==> src/rtl/exc_flush_if.sv <==
// exc_flush_if: MEM/CP0/bus/fetch signals exchanged with exc_flush_ctrl.
// EXC_PERF_CNT_EN adds the exc_count/eret_count performance counters.
interface exc_flush_if;
    logic        mem_valid;
    logic        mem_exc;
    logic        mem_eret;
    logic        sr_bev;
    logic [31:0] cp0_epc;
    logic        bus_busy;
    logic        fetch_ready;
    logic        stall_all;
    logic        cp0_commit;
    logic        flush;
    logic        redirect_valid;
    logic [31:0] redirect_pc;
    logic        busy;
    logic        drain_timeout;
`ifdef EXC_PERF_CNT_EN
    logic [31:0] exc_count;
    logic [31:0] eret_count;
    modport slave (
        input  mem_valid, mem_exc, mem_eret, sr_bev, cp0_epc, bus_busy, fetch_ready,
        output stall_all, cp0_commit, flush, redirect_valid, redirect_pc, busy, drain_timeout,
        output exc_count, eret_count
    );
    modport master (
        output mem_valid, mem_exc, mem_eret, sr_bev, cp0_epc, bus_busy, fetch_ready,
        input  stall_all, cp0_commit, flush, redirect_valid, redirect_pc, busy, drain_timeout,
        input  exc_count, eret_count
    );
`else
    modport slave (
        input  mem_valid, mem_exc, mem_eret, sr_bev, cp0_epc, bus_busy, fetch_ready,
        output stall_all, cp0_commit, flush, redirect_valid, redirect_pc, busy, drain_timeout
    );
    modport master (
        output mem_valid, mem_exc, mem_eret, sr_bev, cp0_epc, bus_busy, fetch_ready,
        input  stall_all, cp0_commit, flush, redirect_valid, redirect_pc, busy, drain_timeout
    );
`endif
endinterface

==> src/rtl/exc_flush_ctrl.sv <==
// exc_flush_ctrl: sequences exception/ERET commit: stall, drain bus, commit+flush, redirect fetch.
// Optional EXC_PERF_CNT_EN adds per-kind commit counters.
module exc_flush_ctrl #(
    parameter int          DRAIN_TIMEOUT = 15,
    parameter logic [31:0] EXC_VEC_BOOT  = 32'hBFC00380,
    parameter logic [31:0] EXC_VEC_NORM  = 32'h80000180
) (
    input logic        clk,
    input logic        resetn,
    exc_flush_if.slave ctl
);
    typedef enum logic [1:0] {IDLE, DRAIN, COMMIT, REDIRECT} state_t;

    localparam logic [7:0] L_TO    = 8'(DRAIN_TIMEOUT);
    localparam logic [7:0] L_TO_M1 = 8'(DRAIN_TIMEOUT - 1);

    state_t      r_state, w_next;
    logic [7:0]  r_cnt;
    logic [31:0] r_target;
    logic        r_kind_exc;
    logic        r_timeout;
    logic        w_req, w_timeout;
    logic        w_stall, w_commit, w_flush, w_rvalid;

    assign w_req = ctl.mem_valid & (ctl.mem_exc | ctl.mem_eret);
    // r_cnt counts DRAIN cycles already spent, so the current one is r_cnt+1
    assign w_timeout = ctl.bus_busy && (r_cnt == L_TO_M1);

    always_comb begin
        w_next   = r_state;
        w_stall  = 1'b0;
        w_commit = 1'b0;
        w_flush  = 1'b0;
        w_rvalid = 1'b0;
        unique case (r_state)
            IDLE: begin
                w_stall = w_req;
                w_next  = w_req ? DRAIN : IDLE;
            end
            DRAIN: begin
                w_stall = 1'b1;
                w_next  = (!ctl.bus_busy || w_timeout) ? COMMIT : DRAIN;
            end
            COMMIT: begin
                w_stall  = 1'b1;
                w_commit = 1'b1;
                w_flush  = 1'b1;
                w_next   = REDIRECT;
            end
            REDIRECT: begin
                w_stall  = 1'b1;
                w_rvalid = 1'b1;
                w_next   = ctl.fetch_ready ? IDLE : REDIRECT;
            end
            default: w_next = IDLE;
        endcase
        if (!resetn) begin
            w_next   = IDLE;
            w_stall  = 1'b0;
            w_commit = 1'b0;
            w_flush  = 1'b0;
            w_rvalid = 1'b0;
        end
    end

    always_ff @(posedge clk) begin
        if (!resetn) begin
            r_state    <= IDLE;
            r_cnt      <= '0;
            r_target   <= '0;
            r_kind_exc <= 1'b0;
            r_timeout  <= 1'b0;
        end else begin
            r_state <= w_next;
            if (r_state == IDLE && w_req) begin
                r_kind_exc <= ctl.mem_exc;
                r_target   <= ctl.mem_exc ? (ctl.sr_bev ? EXC_VEC_BOOT : EXC_VEC_NORM) : ctl.cp0_epc;
                r_cnt      <= '0;
            end
            if (r_state == DRAIN) begin
                r_cnt <= (r_cnt == L_TO) ? r_cnt : r_cnt + 8'd1;
                if (w_timeout)
                    r_timeout <= 1'b1;
            end
        end
    end

    assign ctl.stall_all      = w_stall;
    assign ctl.cp0_commit     = w_commit;
    assign ctl.flush          = w_flush;
    assign ctl.redirect_valid = w_rvalid;
    assign ctl.redirect_pc    = r_target;
    assign ctl.busy           = resetn && (r_state != IDLE);
    assign ctl.drain_timeout  = r_timeout;

`ifdef EXC_PERF_CNT_EN
    logic [31:0] r_exc_count, r_eret_count;

    always_ff @(posedge clk) begin
        if (!resetn) begin
            r_exc_count  <= '0;
            r_eret_count <= '0;
        end else if (r_state == COMMIT) begin
            if (r_kind_exc)
                r_exc_count <= r_exc_count + 32'd1;
            else
                r_eret_count <= r_eret_count + 32'd1;
        end
    end

    assign ctl.exc_count  = r_exc_count;
    assign ctl.eret_count = r_eret_count;
`endif
endmodule

==> src/flat_wrapper.sv <==
// flat-port wrapper written by rule: the top's interface ports become plain ports
module exc_flush_ctrl_flat 
#(
    parameter int          DRAIN_TIMEOUT = 15,
    parameter logic [31:0] EXC_VEC_BOOT  = 32'hBFC00380,
    parameter logic [31:0] EXC_VEC_NORM  = 32'h80000180
)
  (clk, resetn, ctl_mem_valid, ctl_mem_exc, ctl_mem_eret, ctl_sr_bev, ctl_cp0_epc, ctl_bus_busy, ctl_fetch_ready, ctl_stall_all, ctl_cp0_commit, ctl_flush, ctl_redirect_valid, ctl_redirect_pc, ctl_busy, ctl_drain_timeout);
  exc_flush_if ctl_i ();
  input logic clk;
  input logic resetn;
  input wire logic [$bits(ctl_i.mem_valid)-1:0] ctl_mem_valid;
  input wire logic [$bits(ctl_i.mem_exc)-1:0] ctl_mem_exc;
  input wire logic [$bits(ctl_i.mem_eret)-1:0] ctl_mem_eret;
  input wire logic [$bits(ctl_i.sr_bev)-1:0] ctl_sr_bev;
  input wire logic [$bits(ctl_i.cp0_epc)-1:0] ctl_cp0_epc;
  input wire logic [$bits(ctl_i.bus_busy)-1:0] ctl_bus_busy;
  input wire logic [$bits(ctl_i.fetch_ready)-1:0] ctl_fetch_ready;
  output wire logic [$bits(ctl_i.stall_all)-1:0] ctl_stall_all;
  output wire logic [$bits(ctl_i.cp0_commit)-1:0] ctl_cp0_commit;
  output wire logic [$bits(ctl_i.flush)-1:0] ctl_flush;
  output wire logic [$bits(ctl_i.redirect_valid)-1:0] ctl_redirect_valid;
  output wire logic [$bits(ctl_i.redirect_pc)-1:0] ctl_redirect_pc;
  output wire logic [$bits(ctl_i.busy)-1:0] ctl_busy;
  output wire logic [$bits(ctl_i.drain_timeout)-1:0] ctl_drain_timeout;
  assign ctl_i.mem_valid = ctl_mem_valid;
  assign ctl_i.mem_exc = ctl_mem_exc;
  assign ctl_i.mem_eret = ctl_mem_eret;
  assign ctl_i.sr_bev = ctl_sr_bev;
  assign ctl_i.cp0_epc = ctl_cp0_epc;
  assign ctl_i.bus_busy = ctl_bus_busy;
  assign ctl_i.fetch_ready = ctl_fetch_ready;
  assign ctl_stall_all = ctl_i.stall_all;
  assign ctl_cp0_commit = ctl_i.cp0_commit;
  assign ctl_flush = ctl_i.flush;
  assign ctl_redirect_valid = ctl_i.redirect_valid;
  assign ctl_redirect_pc = ctl_i.redirect_pc;
  assign ctl_busy = ctl_i.busy;
  assign ctl_drain_timeout = ctl_i.drain_timeout;
  exc_flush_ctrl #(.DRAIN_TIMEOUT(DRAIN_TIMEOUT), .EXC_VEC_BOOT(EXC_VEC_BOOT), .EXC_VEC_NORM(EXC_VEC_NORM)) u_core (.clk(clk), .resetn(resetn), .ctl(ctl_i));
endmodule
==> config.mk <==
export PLATFORM = sky130hd
export DESIGN_NAME = exc_flush_ctrl_flat
export DESIGN_NICKNAME = d
export VERILOG_FILES = /design/src/rtl/exc_flush_if.sv /design/src/rtl/exc_flush_ctrl.sv /design/src/flat_wrapper.sv
export SDC_FILE = /design/constraint.sdc
export NUM_CORES = 1
export LEC_CHECK = 0
export ABC_CLOCK_PERIOD_IN_PS = 1400
export CAP_MARGIN = 20
export CORE_MARGIN = 8
export CORE_UTILIZATION = 30
export CTS_BUF_LIST = sky130_fd_sc_hd__clkbuf_8 sky130_fd_sc_hd__clkbuf_16
export CTS_CLUSTER_DIAMETER = 80
export DETAILED_ROUTE_END_ITERATION = 7
export MAX_ROUTING_LAYER = met4
export PLACE_DENSITY = 0.68
export SYNTH_ARGS = -nofsm -noshare
export SYNTH_HDL_FRONTEND = slang
export SYNTH_SLANG_ARGS = --single-unit
export TNS_END_PERCENT = 30
==> constraint.sdc <==
create_clock -name clk -period 1.4 [get_ports clk]
set_input_delay 0.42 -clock clk [delete_from_list [all_inputs] [get_ports clk]]
set_output_delay 0.42 -clock clk [all_outputs]
set_load 0.02 [all_outputs]
---- Yosys cells after proc, flatten, opt, wreduce, memory -nomap -nowiden ----
Index checks and enable logic that the tools add are counted.
storage, ports and cells
  input port bits ......................... 40
  output and inout port bits .............. 38
  flip-flop bits (word level) ............. 43
cells by class
  reductions and logical operators ........ 11
  add/subtract/negate cells ............... 1
  mux-type cells .......................... 15
  eq/ne operators ......................... 6
  bitwise logic cells ..................... 2
operators by type and width
  kind                                                                    count
  32-bit 2-to-1 mux                                                       1
  30-bit 2-to-1 mux                                                       1
  8-bit 2-to-1 mux                                                        3
  8-bit by 4-bit equality test with 1-bit output (second input constant)  2
  8-bit by 1-bit adder with 8-bit output (second input constant)          1
  2-bit one-hot mux with 4 select lines                                   1
  1-bit 2-to-1 mux                                                        6
  2-bit equality test (second input constant)                             2
  2-bit 2-to-1 mux                                                        2
  2-bit AND reduction                                                     2
  2-bit nonzero test                                                      2
  1-bit logical AND                                                       3
  3-bit OR reduction                                                      1
  2-bit by 1-bit equality test with 1-bit output (second input constant)  1
  2-bit logical NOT                                                       1
  2-bit inequality test (second input constant)                           1
  1-bit one-hot mux with 2 select lines                                   1
  1-bit AND                                                               1
  1-bit logical NOT                                                       1
  1-bit logical OR                                                        1
  1-bit bitwise OR                                                        1

---- Longest topological paths before layout ----
Gate-level depths: netlist of run 1.
  word-level depth ........................ 5
  mapped depth ............................ 6
  depth with buffers taken out ............ 5

---- Worst setup path after synthesis of run 1 ----
OpenSTA, ideal clock, no wires.
  kind .................................... input-to-output
  from .................................... input port resetn
  to ...................................... output port ctl_flush
  arrival time ............................ 1.274 ns
  required time ........................... 0.980 ns
  path buffers ............................ 2
  setup slack ............................. -0.294 ns
  cell stages on the path ................. 4
  path through ............................ clkbuf_1 > nand2_1 > nor2_1 > buf_4
on the way
  longest elaborated chain between the ends .. 1
RTL lines
  what              line                source
  start, declared   flat_wrapper.sv:11  input logic resetn;
  1-bit 2-to-1 mux  n/a
  end, declared     flat_wrapper.sv:21  output wire logic [$bits(ctl_i.flush)-1:0] ctl_flush;
Every way passes these cells.

---- Final worst setup path of run 1 ----
  from .................................... register u_core.r_state[0]
  to ...................................... register u_core.r_cnt[7]
on the way
  longest elaborated chain between the ends .. 4
  elaborated cells between the ends (all ways) .. 7
  classes of those cells .................. 2 x eq/ne; 1 x mux; 4 x reduce/logical
RTL lines
  what                                  line                  source
  start, declared                       exc_flush_ctrl.sv:17  state_t r_state, w_next;
  start signal, assigned                exc_flush_ctrl.sv:74  r_state <= w_next;
  2-bit logical NOT                     exc_flush_ctrl.sv:75  if (r_state == IDLE && w_req) begin
  1-bit logical AND                     exc_flush_ctrl.sv:75
  2-bit nonzero test (no source line)   n/a
  2-bit AND reduction (no source line)  n/a
  end signal, assigned                  exc_flush_ctrl.sv:81  r_cnt <= (r_cnt == L_TO) ? r_cnt : r_cnt + 8'd1;
  end, declared                         exc_flush_ctrl.sv:18  logic [7:0] r_cnt;
Parallel ways exist; a longest one is shown, timed or not.
A chain may end at the register's enable or synchronous reset.

==> results.ini, run 1 <==
[sta]
tns_ps = -423
slew_headroom_pct = 77.0
clock_skew_ps = 8.47
tightestPinTransition_ps = 344
final-hold-violation-count = 0
finalCritPeriodShare_pct = 106
setup-violations-final = 9
fin_ws_ps = -78.8
finalMaxSlewViolations = 0
period_needed_ps = 1480
rsz0062_at_grt = yes
fmaxAchievable_ghz = 0.676

[power_and_ir_drop]
leakage_nw = 1.24
p_int_mw = 2.19
total_power_mw = 2.97
clkPwrFrac_pct = 34.0
swShare_pct = 26.4
p_switching_uw = 783
pwr-share-comb_pct = 21.9
power.density_nw_per_um2 = 948
peakVddDrop_v = 0.000432
p_seq_share_pct = 44.1

[die]
row_count = 28
io_pins = 78
initial_utilization_pct = 30.7
chipWidth_um = 93.4
core_um2 = 5850
fp.dieH_um = 93.4
fp.dieArea_um2 = 8720

[synthesis]
synth_area_um2 = 1800
synth.avg_cell_area_um2 = 8.43
synth_compound_area_share_pct = 20.6
syn_inst = 213
yosysSeqAreaShare_pct = 47.9
synth_simple_gate_area_share_pct = 24.5
synth_fa_ha_area_share_pct = 1.39
synth_top_family_by_area = simple AND/OR/NAND/NOR gates
muxShareOfSynthArea_pct = 0
synth_seq_cells = 43
yosys_warnings = 0
syn_nets = 255
yosys.area_share.xor_xnor_pct = 0.488
ys_types = 37

[critical_path]
cp.arrival_ps = 1670
worstPathRequired_ps = 1590
rrSetupSlack_ps = -80
worst-path-max-fanout = 4
cp-start-kind = flop
path_class = flop to flop
setup.worst_path.end_class = flop

[cts]
clk_pin_slew_ps = 80
cts_tree = built
cts_buffer_depth = 2
clkLatencyLatePin_ps = 300
clock_sinks = 43
cts_max_level = 2
cts-root-buf = clkbuf_8
tritoncts.num_buffers = 5

[grt]
antenna_found_initial = 0
grt_pass1_vias = 1895
grt.overflow.total = 0
track_usage_pct = 13.6
grt_max_degree = 30
grt_first_pass_wirelength_um = 9350

[route]
vias = 1922
drc = 0
routedWlPerCell_um = 15.2
drt-initial-drc-count = 47
firstDrtPassIters = 4
viasPerCell = 4.90
wl_um = 5950
ant_nets = 0

[placement]
dp_slack_ps = -924
gp_congestion = 0.819
port_buffers = 77
hpwl_um = 4020

[layout]
drive_above_1_share_pct = 31.5
nFillCells = 537
layout.nets = 358
diodes = 0
area_growth_pct = 74.4

[outcome]
violations = negative setup slack
status = finished with violations

[hold_path]
hp-class = input pin to flop

[job]
cap_violations = 0

-- logic make-up (layout without fill, tap and decap cells) --
kind of cell / Yosys count / count (layout)
and+or+nand+nor: 90 / 90
buffers and inverters: 21 / 125
adders and majority gates: 2 / 2
DFF: 43 / 43
AOI/OAI and AO/OA: 56 / 56
xor gates and xnor gates: 1 / 1
-- cell usage in the layout, fill, tap and decap left out, drive strengths merged, types with 2 or more instances in the layout --
| master | Yosys | layout |
|---|---|---|
| inv | 3 | 2 |
| nand3 | 23 | 23 |
| o41ai | 2 | 2 |
| and3 | 2 | 2 |
| ha | 2 | 2 |
| buf | 3 | 45 |
| o21a | 2 | 2 |
| nor3 | 9 | 9 |
| a21boi | 2 | 2 |
| a21oi | 30 | 30 |
| nor3b | 2 | 2 |
| a211oi | 9 | 9 |
| a211o | 3 | 3 |
| nor2 | 17 | 17 |
| nand2 | 25 | 25 |
| dfxtp | 43 | 43 |
| o31ai | 2 | 2 |
| clkdlybuf4s15 | 0 | 14 |
| o21ai | 2 | 2 |
| nand4 | 4 | 4 |
| and2 | 2 | 2 |
| clkdlybuf4s50 | 0 | 35 |
| clkbuf | 15 | 26 |
-- sequential cells by signal (all words and copies together), names as in the netlist --
register,count
u_core.ctl.redirect_pc,32
u_core.r_cnt,8
u_core.r_state,2
u_core.ctl.drain_timeout,1
-- worst max-delay path, stage by stage (launching register included) --
cell and delay [ps]:
dfxtp_4 370, buf_6 130, or3_4 440, and3_4 190
a211o_1 250
-- stage by stage --
stage	area, um2	std cells	util (%)	hold slack [ps]
floorplan	1820	213	-	482
global placement	2850	375	48.8	436
detailed placement	2850	375	48.8	441
CTS	3140	390	53.7	419
global route	3130	392	53.5	433
finish	3130	392	53.5	425
-- power groups by stage --
stage,sequential [mW],combinational (mW),clock (mW)
after floorplan,1.41,0.195,0
after global placement,1.34,0.590,0
after detailed placement,1.34,0.597,0
after CTS,1.31,0.641,1.04
after global routing,1.32,0.701,1.07
final,1.31,0.650,1.01
-- metal layers --
metal / share of wire (%) / track usage (%) / vias up
met5: 0 / - / -
met4: 1.5 / 6.98 / 0
met3: 5.2 / 2.88 / 6
met2: 48 / 22.0 / 58
met1: 45 / 15.6 / 894
li1: - / - / 964
-- final cells by class --
class | count | area, um2 | share of cell area [%]
multi-input cells | 149 | 962 | 30.7
well taps | 75 | 93.8 | 3.00
repair buffers | 114 | 1070 | 34.3
clock buffers | 6 | 82.6 | 2.64
inverters | 3 | 15.0 | 0.479
clock inverters | 2 | 35.0 | 1.12
flip-flops and latches | 43 | 868 | 27.7
-- worst paths after layout --
| check | cells past startpoint | to | startpoint |
|---|---|---|---|
| max | 4 | u_core.r_cnt[7] | u_core.r_state[0] |
| min | 3 | u_core.ctl.drain_timeout | resetn |
| max reg2reg | 4 | u_core.r_cnt[7] | u_core.r_state[0] |
| min reg2reg | 2 | u_core.ctl.redirect_pc[30] | u_core.ctl.redirect_pc[30] |
-- cell usage after synthesis (all sizes together) --
| master | count | area share (%) |
|---|---|---|
| nand4 | 4 | 1.4 |
| nor2b | 1 | 0.35 |
| nand4b | 1 | 0.49 |
| a21oi | 30 | 8.4 |
| o2111a | 1 | 0.63 |
| and4 | 1 | 0.49 |
| a21boi | 2 | 0.84 |
| ha | 2 | 1.4 |
| xor2 | 1 | 0.49 |
| a211oi | 9 | 3.8 |
| clkbuf | 15 | 3.1 |
| and2 | 2 | 0.70 |
| or3 | 1 | 0.35 |
| nand3 | 23 | 6.4 |
| o21a | 2 | 0.84 |
| o2111ai | 1 | 0.49 |
| nor3b | 2 | 0.84 |
| o2bb2ai | 1 | 0.49 |
| nand2 | 25 | 5.2 |
| buf | 3 | 1.3 |
| a311oi | 1 | 0.49 |
| nor4 | 1 | 0.35 |
| nor3 | 9 | 2.8 |
| o31ai | 2 | 0.84 |
| nor2 | 17 | 3.6 |
| a211o | 3 | 1.5 |
| o41ai | 2 | 0.98 |
| dfxtp | 43 | 48 |
| inv | 3 | 0.63 |
| and3 | 2 | 0.98 |
| o21ai | 2 | 1.4 |
| or4 | 1 | 0.63 |
-- what timing repair did --
item	4_1_cts	5_1_grt
hold buffers	0	0
setup endpoints to repair	79	64
buffers inserted	5	3
pin swaps	12	11
cloned	2	1
resized for setup	132	44
(Power assumes the default switching activity.)
==> inputs of run 2 (changes only) <==
RECOVER_POWER = 100   (was default)
SLEW_MARGIN = 20   (was default)
==> run 2 against run 1 <==
  * Sequential power is essentially flat
  * Via count grew 0.10%
  * Highest routed layer unchanged
  * Clock-buffer cell count is the same
  * Non-clock buffer count is the same
  * Fmax is essentially flat
  * Register-to-register slack is essentially flat
  * The flow still finishes with violations (negative setup slack)
  * Clock power is essentially flat
  * Utilization shrank 0.66 points
  * Final area shrank 1.2%
  * Final cell count is the same
  * Die area is the same
  * First-iteration DRC count is the same
  * Critical path type unchanged
  * Largest power group unchanged
==> results.ini, run 2 (synthesis gave the netlist of run 1 again) <==
[sta]
fmaxAchievable_ghz = 0.676  ; about the same
setup-violations-final = 10  ; +1
slew_headroom_pct = 77.3  ; +0.23 points
finalCritPeriodShare_pct = 106  ; about the same
final-hold-violation-count = 0  ; unchanged
clock_skew_ps = 8.27  ; -0.198 ps
period_needed_ps = 1480  ; +0.106 ps
finalMaxSlewViolations = 0  ; unchanged
rsz0062_at_grt = yes
fin_ws_ps = -78.9  ; -0.106 ps
whs_ps = 424  ; -0.942 ps
tightestPinTransition_ps = 341  ; -3.52 ps

[die]
core_um2 = 5850  ; unchanged
io_pins = 78  ; unchanged
initial_utilization_pct = 30.7  ; unchanged
fp.dieH_um = 93.4  ; unchanged
row_count = 28  ; unchanged
fp.dieArea_um2 = 8720  ; unchanged
chipWidth_um = 93.4  ; unchanged

[critical_path]
setup.worst_path.end_class = flop
worstPathRequired_ps = 1590  ; about the same
cp_slowest_stage_delay_ps = 440  ; about the same
path_class = flop to flop
crit_chain = buf_6 > or3_4 > and3_4 > a211o_1
r2r-start = u_core.r_state[0]
cp.arrival_ps = 1670  ; about the same
rrSetupSlack_ps = -80  ; about the same
reg2reg_depth = 4  ; unchanged
cp-start-kind = flop
r2r_end = u_core.r_cnt[7]
worst-path-max-fanout = 4  ; unchanged
slowest_stage = or3_4

[layout]
diodes = 0  ; unchanged
layout.nets = 358  ; unchanged
drive_above_1_share_pct = 25.6  ; -6.0 points
fin_cells = 392  ; unchanged
layout_common_cells = dfxtp_1, clkdlybuf4s50_1, a21oi_1
largest_reg_flops = 32  ; unchanged
layout_commonest_cell = dfxtp_1
nFillCells = 551  ; +2.6%
finalInstanceArea_um2 = 3090  ; -1.2%
area_growth_pct = 72.3
final_util_pct = 52.9  ; -0.66 points

[placement]
dp.cells = 375  ; unchanged
gp_congestion = 0.819  ; unchanged
placed_cell_area_um2 = 2850  ; unchanged
hpwl_um = 4020  ; unchanged
dp_slack_ps = -924  ; unchanged
port_buffers = 77  ; unchanged

[power_and_ir_drop]
peakVddDrop_v = 0.000432  ; about the same
power.density_nw_per_um2 = 956  ; +0.84%
p_seq_share_pct = 44.3  ; +0.2 points
clkPwrFrac_pct = 34.1  ; about the same
p_int_mw = 2.18  ; -0.54%
p_switching_uw = 782  ; about the same
swShare_pct = 26.4  ; +0.093 points
leakage_nw = 1.18  ; -5.3%
pwr-share-comb_pct = 21.5  ; -0.4 points

[grt]
antenna_found_initial = 0  ; unchanged
grt_max_degree = 30  ; unchanged
grt.overflow.total = 0  ; unchanged
grt_pass1_vias = 1895  ; unchanged
track_usage_pct = 13.6  ; unchanged
grt_first_pass_wirelength_um = 9350  ; unchanged

[job]
cap_violations = 0  ; unchanged

[hold_path]
hp-class = input pin to flop
whs_endpoint = u_core.ctl.drain_timeout
hp-start = resetn
min_path_cells = 3  ; unchanged

[cts]
cts_max_level = 2  ; unchanged
tritoncts.num_buffers = 5  ; unchanged
clock_sinks = 43  ; unchanged
cts_tree = built
cts_buffer_depth = 2  ; unchanged
ctsHoldBuffers = 0  ; unchanged
clkLatencyLatePin_ps = 300  ; about the same
cts-root-buf = clkbuf_8
clk_pin_slew_ps = 80  ; about the same

[route]
firstDrtPassIters = 4  ; unchanged
drc = 0  ; unchanged
viasPerCell = 4.91  ; +0.10%
routedWlPerCell_um = 15.2  ; +0.10%
drt-initial-drc-count = 47  ; unchanged
vias = 1924  ; +0.10%
wl_um = 5960  ; +0.10%
ant_nets = 0  ; unchanged

[outcome]
violations = negative setup slack
status = finished with violations

run 2: cell count changes in the layout (fill, tap and decap cells not counted):
cell             before  now
buf_4                22   21
buf_2                 3    4
clkbuf_1              0   19
clkbuf_2             19    2
buf_6                13   12
clkdlybuf4s15_2       2    1
run 2: timing repair:
action,CTS,global route
buffers inserted,5,3
pin swaps,12,11
endpoints found under the setup margin,79,64
endpoints found under the hold margin,0,0
cloned,2,1
resized for setup,132,44
run 2: how the worst max path moves through the flow:
stage	endpoint	slack, ps	start	cells past startpoint
after floorplan	u_core.r_cnt[7]	-90	ctl_mem_exc	5
after global placement	ctl_flush	-910	resetn	5
after detailed placement	ctl_flush	-920	resetn	5
after CTS	ctl_flush	-70	u_core.r_state[0]	3
after global routing	u_core.r_cnt[2]	-110	u_core.r_state[0]	4
final	u_core.r_cnt[7]	-80	u_core.r_state[0]	4
run 2: power by group through the flow:
stage	clock, mW	sequential [mW]	combinational (mW)
finish	1.01	1.31	0.637
detailed placement	0	1.34	0.597
CTS	1.04	1.31	0.641
floorplan	0	1.41	0.195
global placement	0	1.34	0.590
global route	1.07	1.32	0.689
run 2: per-layer routing:
metal | routed length [um] | global-route usage [%] | part of all wire, % | vias up
met4 | 107 | 6.98 | 1.8 | 0
met5 | 0 | - | 0 | -
li1 | - | - | - | 964
met1 | 2700 | 15.6 | 45 | 894
met3 | 297 | 2.88 | 5.0 | 8
met2 | 2860 | 22.0 | 48 | 58
run 2: cell type report:
cell class              count  area (um2)  area share, %
clock buffers               6        82.6           2.67
clock inverters             2        35.0           1.13
inverters                   3        15.0          0.485
multi-input cells         149         962           31.1
flip-flops and latches     43         868           28.1
well taps                  75        93.8           3.03
repair buffers            114        1040           33.5
run 2: critical path: cells and delay by family (launching register included):
kind,cells,cell delay (ps)
AND/OR/NAND/NOR,2,630
flip-flops,1,370
AO/OA/AOI/OAI,1,250
buffers and inverters,1,130
run 2: per-stage QoR:
step	setup TNS, ps	power, mW
CTS	-826	2.99
global placement	-30030	1.93
finish	-429	2.96
global route	-2280	3.08
detailed placement	-30920	1.93
floorplan	-380	1.60
==> inputs of run 3 (changes only) <==
ABC_CLOCK_PERIOD_IN_PS = 1800   (was 1400)
PLACE_DENSITY = 0.65   (was 0.68)
clock period = 1.8 ns   (was 1.4 ns; I/O delays follow)
==> run 3 against run 2 <==
  * The flow now finishes without violations
  * Final cell count fell by 4.8%
  * Combinational power down 37%
  * Sequential cell count is the same
  * First-iteration DRC count is 15% lower
  * Hold slack better by 30 ps
  * Setup slack improved by 120 ps
  * Power decreased by 26%
  * Routed wire length fell by 11%
  * Die area unchanged
  * Sequential share of layout area increased by 3.7 points
  * Register-to-register slack improved by 190 ps
  * Critical path depth unchanged
  * Critical endpoint is now ctl_redirect_valid
  * Largest power group unchanged
==> results.ini, run 3 (synthesis gave the netlist of run 1 again) <==
[route]
drc = 0  ; unchanged
firstDrtPassIters = 4  ; unchanged
wl_um = 5310  ; -11%
drt-initial-drc-count = 40  ; -15%
viasPerCell = 4.82  ; -1.9%
routedWlPerCell_um = 14.2  ; -6.4%
vias = 1796  ; -6.7%
ant_nets = 0  ; unchanged

[power_and_ir_drop]
swShare_pct = 26.7  ; +0.29 points
pwr-share-comb_pct = 18.3  ; -3.2 points
leakage_nw = 1.08  ; -8.3%
p_int_mw = 1.59  ; -27%
power.density_nw_per_um2 = 802  ; -16%
p_switching_uw = 582  ; -26%
p_seq_share_pct = 46.8  ; +2.5 points
peakVddDrop_v = 0.000331  ; -23%
clkPwrFrac_pct = 34.8  ; +0.7 points
total_power_mw = 2.18  ; -26%

[grt]
antenna_found_initial = 0  ; unchanged
grt_first_pass_wirelength_um = 8580  ; -8.3%
grt_pass1_vias = 1814  ; -4.3%
grt_max_degree = 28  ; -6.7%
track_usage_pct = 12.5  ; -1.1 points
grt.overflow.total = 0  ; unchanged

[cts]
clkLatencyLatePin_ps = 300  ; about the same
tritoncts.num_buffers = 5  ; unchanged
cts_buffer_depth = 2  ; unchanged
cts_tree = built
cts-root-buf = clkbuf_8
cts_max_level = 2  ; unchanged
clock_sinks = 43  ; unchanged
clk_pin_slew_ps = 80  ; about the same

[die]
core_um2 = 5850  ; unchanged
initial_utilization_pct = 30.7  ; unchanged
fp.dieArea_um2 = 8720  ; unchanged
chipWidth_um = 93.4  ; unchanged
row_count = 28  ; unchanged
io_pins = 78  ; unchanged
fp.dieH_um = 93.4  ; unchanged

[sta]
fmaxAchievable_ghz = 0.569
final-hold-violation-count = 0  ; unchanged
finalCritPeriodShare_pct = 97.7
setup-violations-final = 0  ; -10
slew_headroom_pct = 72.5  ; -4.8 points
finalMaxSlewViolations = 0  ; unchanged
clock_skew_ps = 10.8  ; +2.51 ps
fin_ws_ps = 41.6  ; +121 ps
rsz0062_at_grt = no
tightestPinTransition_ps = 410  ; +69.3 ps
period_needed_ps = 1760

[placement]
gp_congestion = 0.796  ; -2.7%
port_buffers = 77  ; unchanged
placed_cell_area_um2 = 2760  ; -3.3%
dp_slack_ps = -781  ; +143 ps
dp.cells = 365  ; -2.7%
hpwl_um = 3970  ; -1.1%

[outcome]
status = finished, final reports clean

[layout]
finalInstanceArea_um2 = 2710  ; -12%
layout_commonest_cell = dfxtp_1
largest_reg_flops = 32  ; unchanged
multiInputGateArea_um2 = 842  ; -12%
diodes = 0  ; unchanged
nFillCells = 603  ; +9.4%
final_util_pct = 46.4  ; -6.5 points
layout.nets = 339  ; -5.3%
regArea_um2 = 862  ; -0.72%
drive_above_1_share_pct = 12.8  ; -13 points
fin_cells = 373  ; -4.8%
layout_common_cells = dfxtp_1, clkdlybuf4s50_1, a21oi_1
area_growth_pct = 51.1

[critical_path]
cp-start-kind = input pin
worstPathRequired_ps = 1260  ; -330 ps
worst-path-max-fanout = 4  ; unchanged
path_class = input pin to output port
setup.worst_path.end_class = output port
cp.arrival_ps = 1220  ; -450 ps

[hold_path]
hp-class = flop to flop

[job]
cap_violations = 0  ; unchanged

==> run 3: cell count changes in the layout (fill, tap and decap cells not counted), sizes merged <==
| cell | before | now |
|---|---|---|
| clkinvlp | 1 | 0 |
| clkinv | 1 | 2 |
| clkbuf | 28 | 26 |
| buf | 44 | 16 |
| dlygate4sd2 | 0 | 21 |
| inv | 2 | 3 |
| clkdlybuf4s15 | 13 | 2 |
==> run 3: worst max-delay path, cell delays in order <==
cell,delay (ps)
clkdlybuf4s15_2,220
buf_4,140
and3_1,160
clkbuf_2,150
==> run 3: worst paths after layout <==
| path | cells past startpoint | endpoint | startpoint | slack [ps] |
|---|---|---|---|---|
| setup / recovery | 4 | ctl_redirect_valid | resetn | 40 |
| setup reg to reg | 4 | u_core.r_cnt[2] | u_core.r_cnt[5] | 110 |
| hold / removal | 2 | u_core.ctl.redirect_pc[21] | u_core.ctl.redirect_pc[21] | 450 |
| hold reg to reg | 2 | u_core.ctl.redirect_pc[21] | u_core.ctl.redirect_pc[21] | 450 |
==> run 3: cell type report <==
cell class                 count  area share (%)
multi-input combinational    149            31.0
sequential                    43            31.8
tap                           75            3.46
timing repair buffer          95            29.2
clock inverter                 3            1.61
clock buffer                   5            2.54
inverter                       3           0.415
==> run 3: repair_timing <==
action / CTS / global route
hold buffers: 0 / 0
setup buffers: 0 / 0
hold endpoints to repair: 0 / 0
pin swaps: 2 / 0
gates resized for setup: 45 / 17
setup endpoints to repair: 53 / 17
==> run 3: power by group through the flow <==
stage          Clock, mW  Combinational (mW)  Sequential, mW
2_1_floorplan          0               0.150            1.09
3_3_place_gp           0               0.450            1.04
3_5_place_dp           0               0.451            1.04
4_1_cts            0.787               0.433            1.02
5_1_grt            0.832               0.437            1.03
6_report           0.759               0.399            1.02
==> run 3: per-stage QoR <==
step	TNS, ps	hold WS, ps
floorplan	-15.7	482
global placement	-16460	438
detailed placement	-17110	446
CTS	0	457
global route	0	474
finish	0	454
==> run 3: routing by layer <==
layer / GRT usage (%) / share of wire [%] / up-vias
li1: - / - / 929
met1: 14.1 / 47 / 806
met2: 20.0 / 46 / 57
met3: 4.41 / 6.8 / 4
met4: 4.43 / 0.96 / 0
met5: - / 0 / -
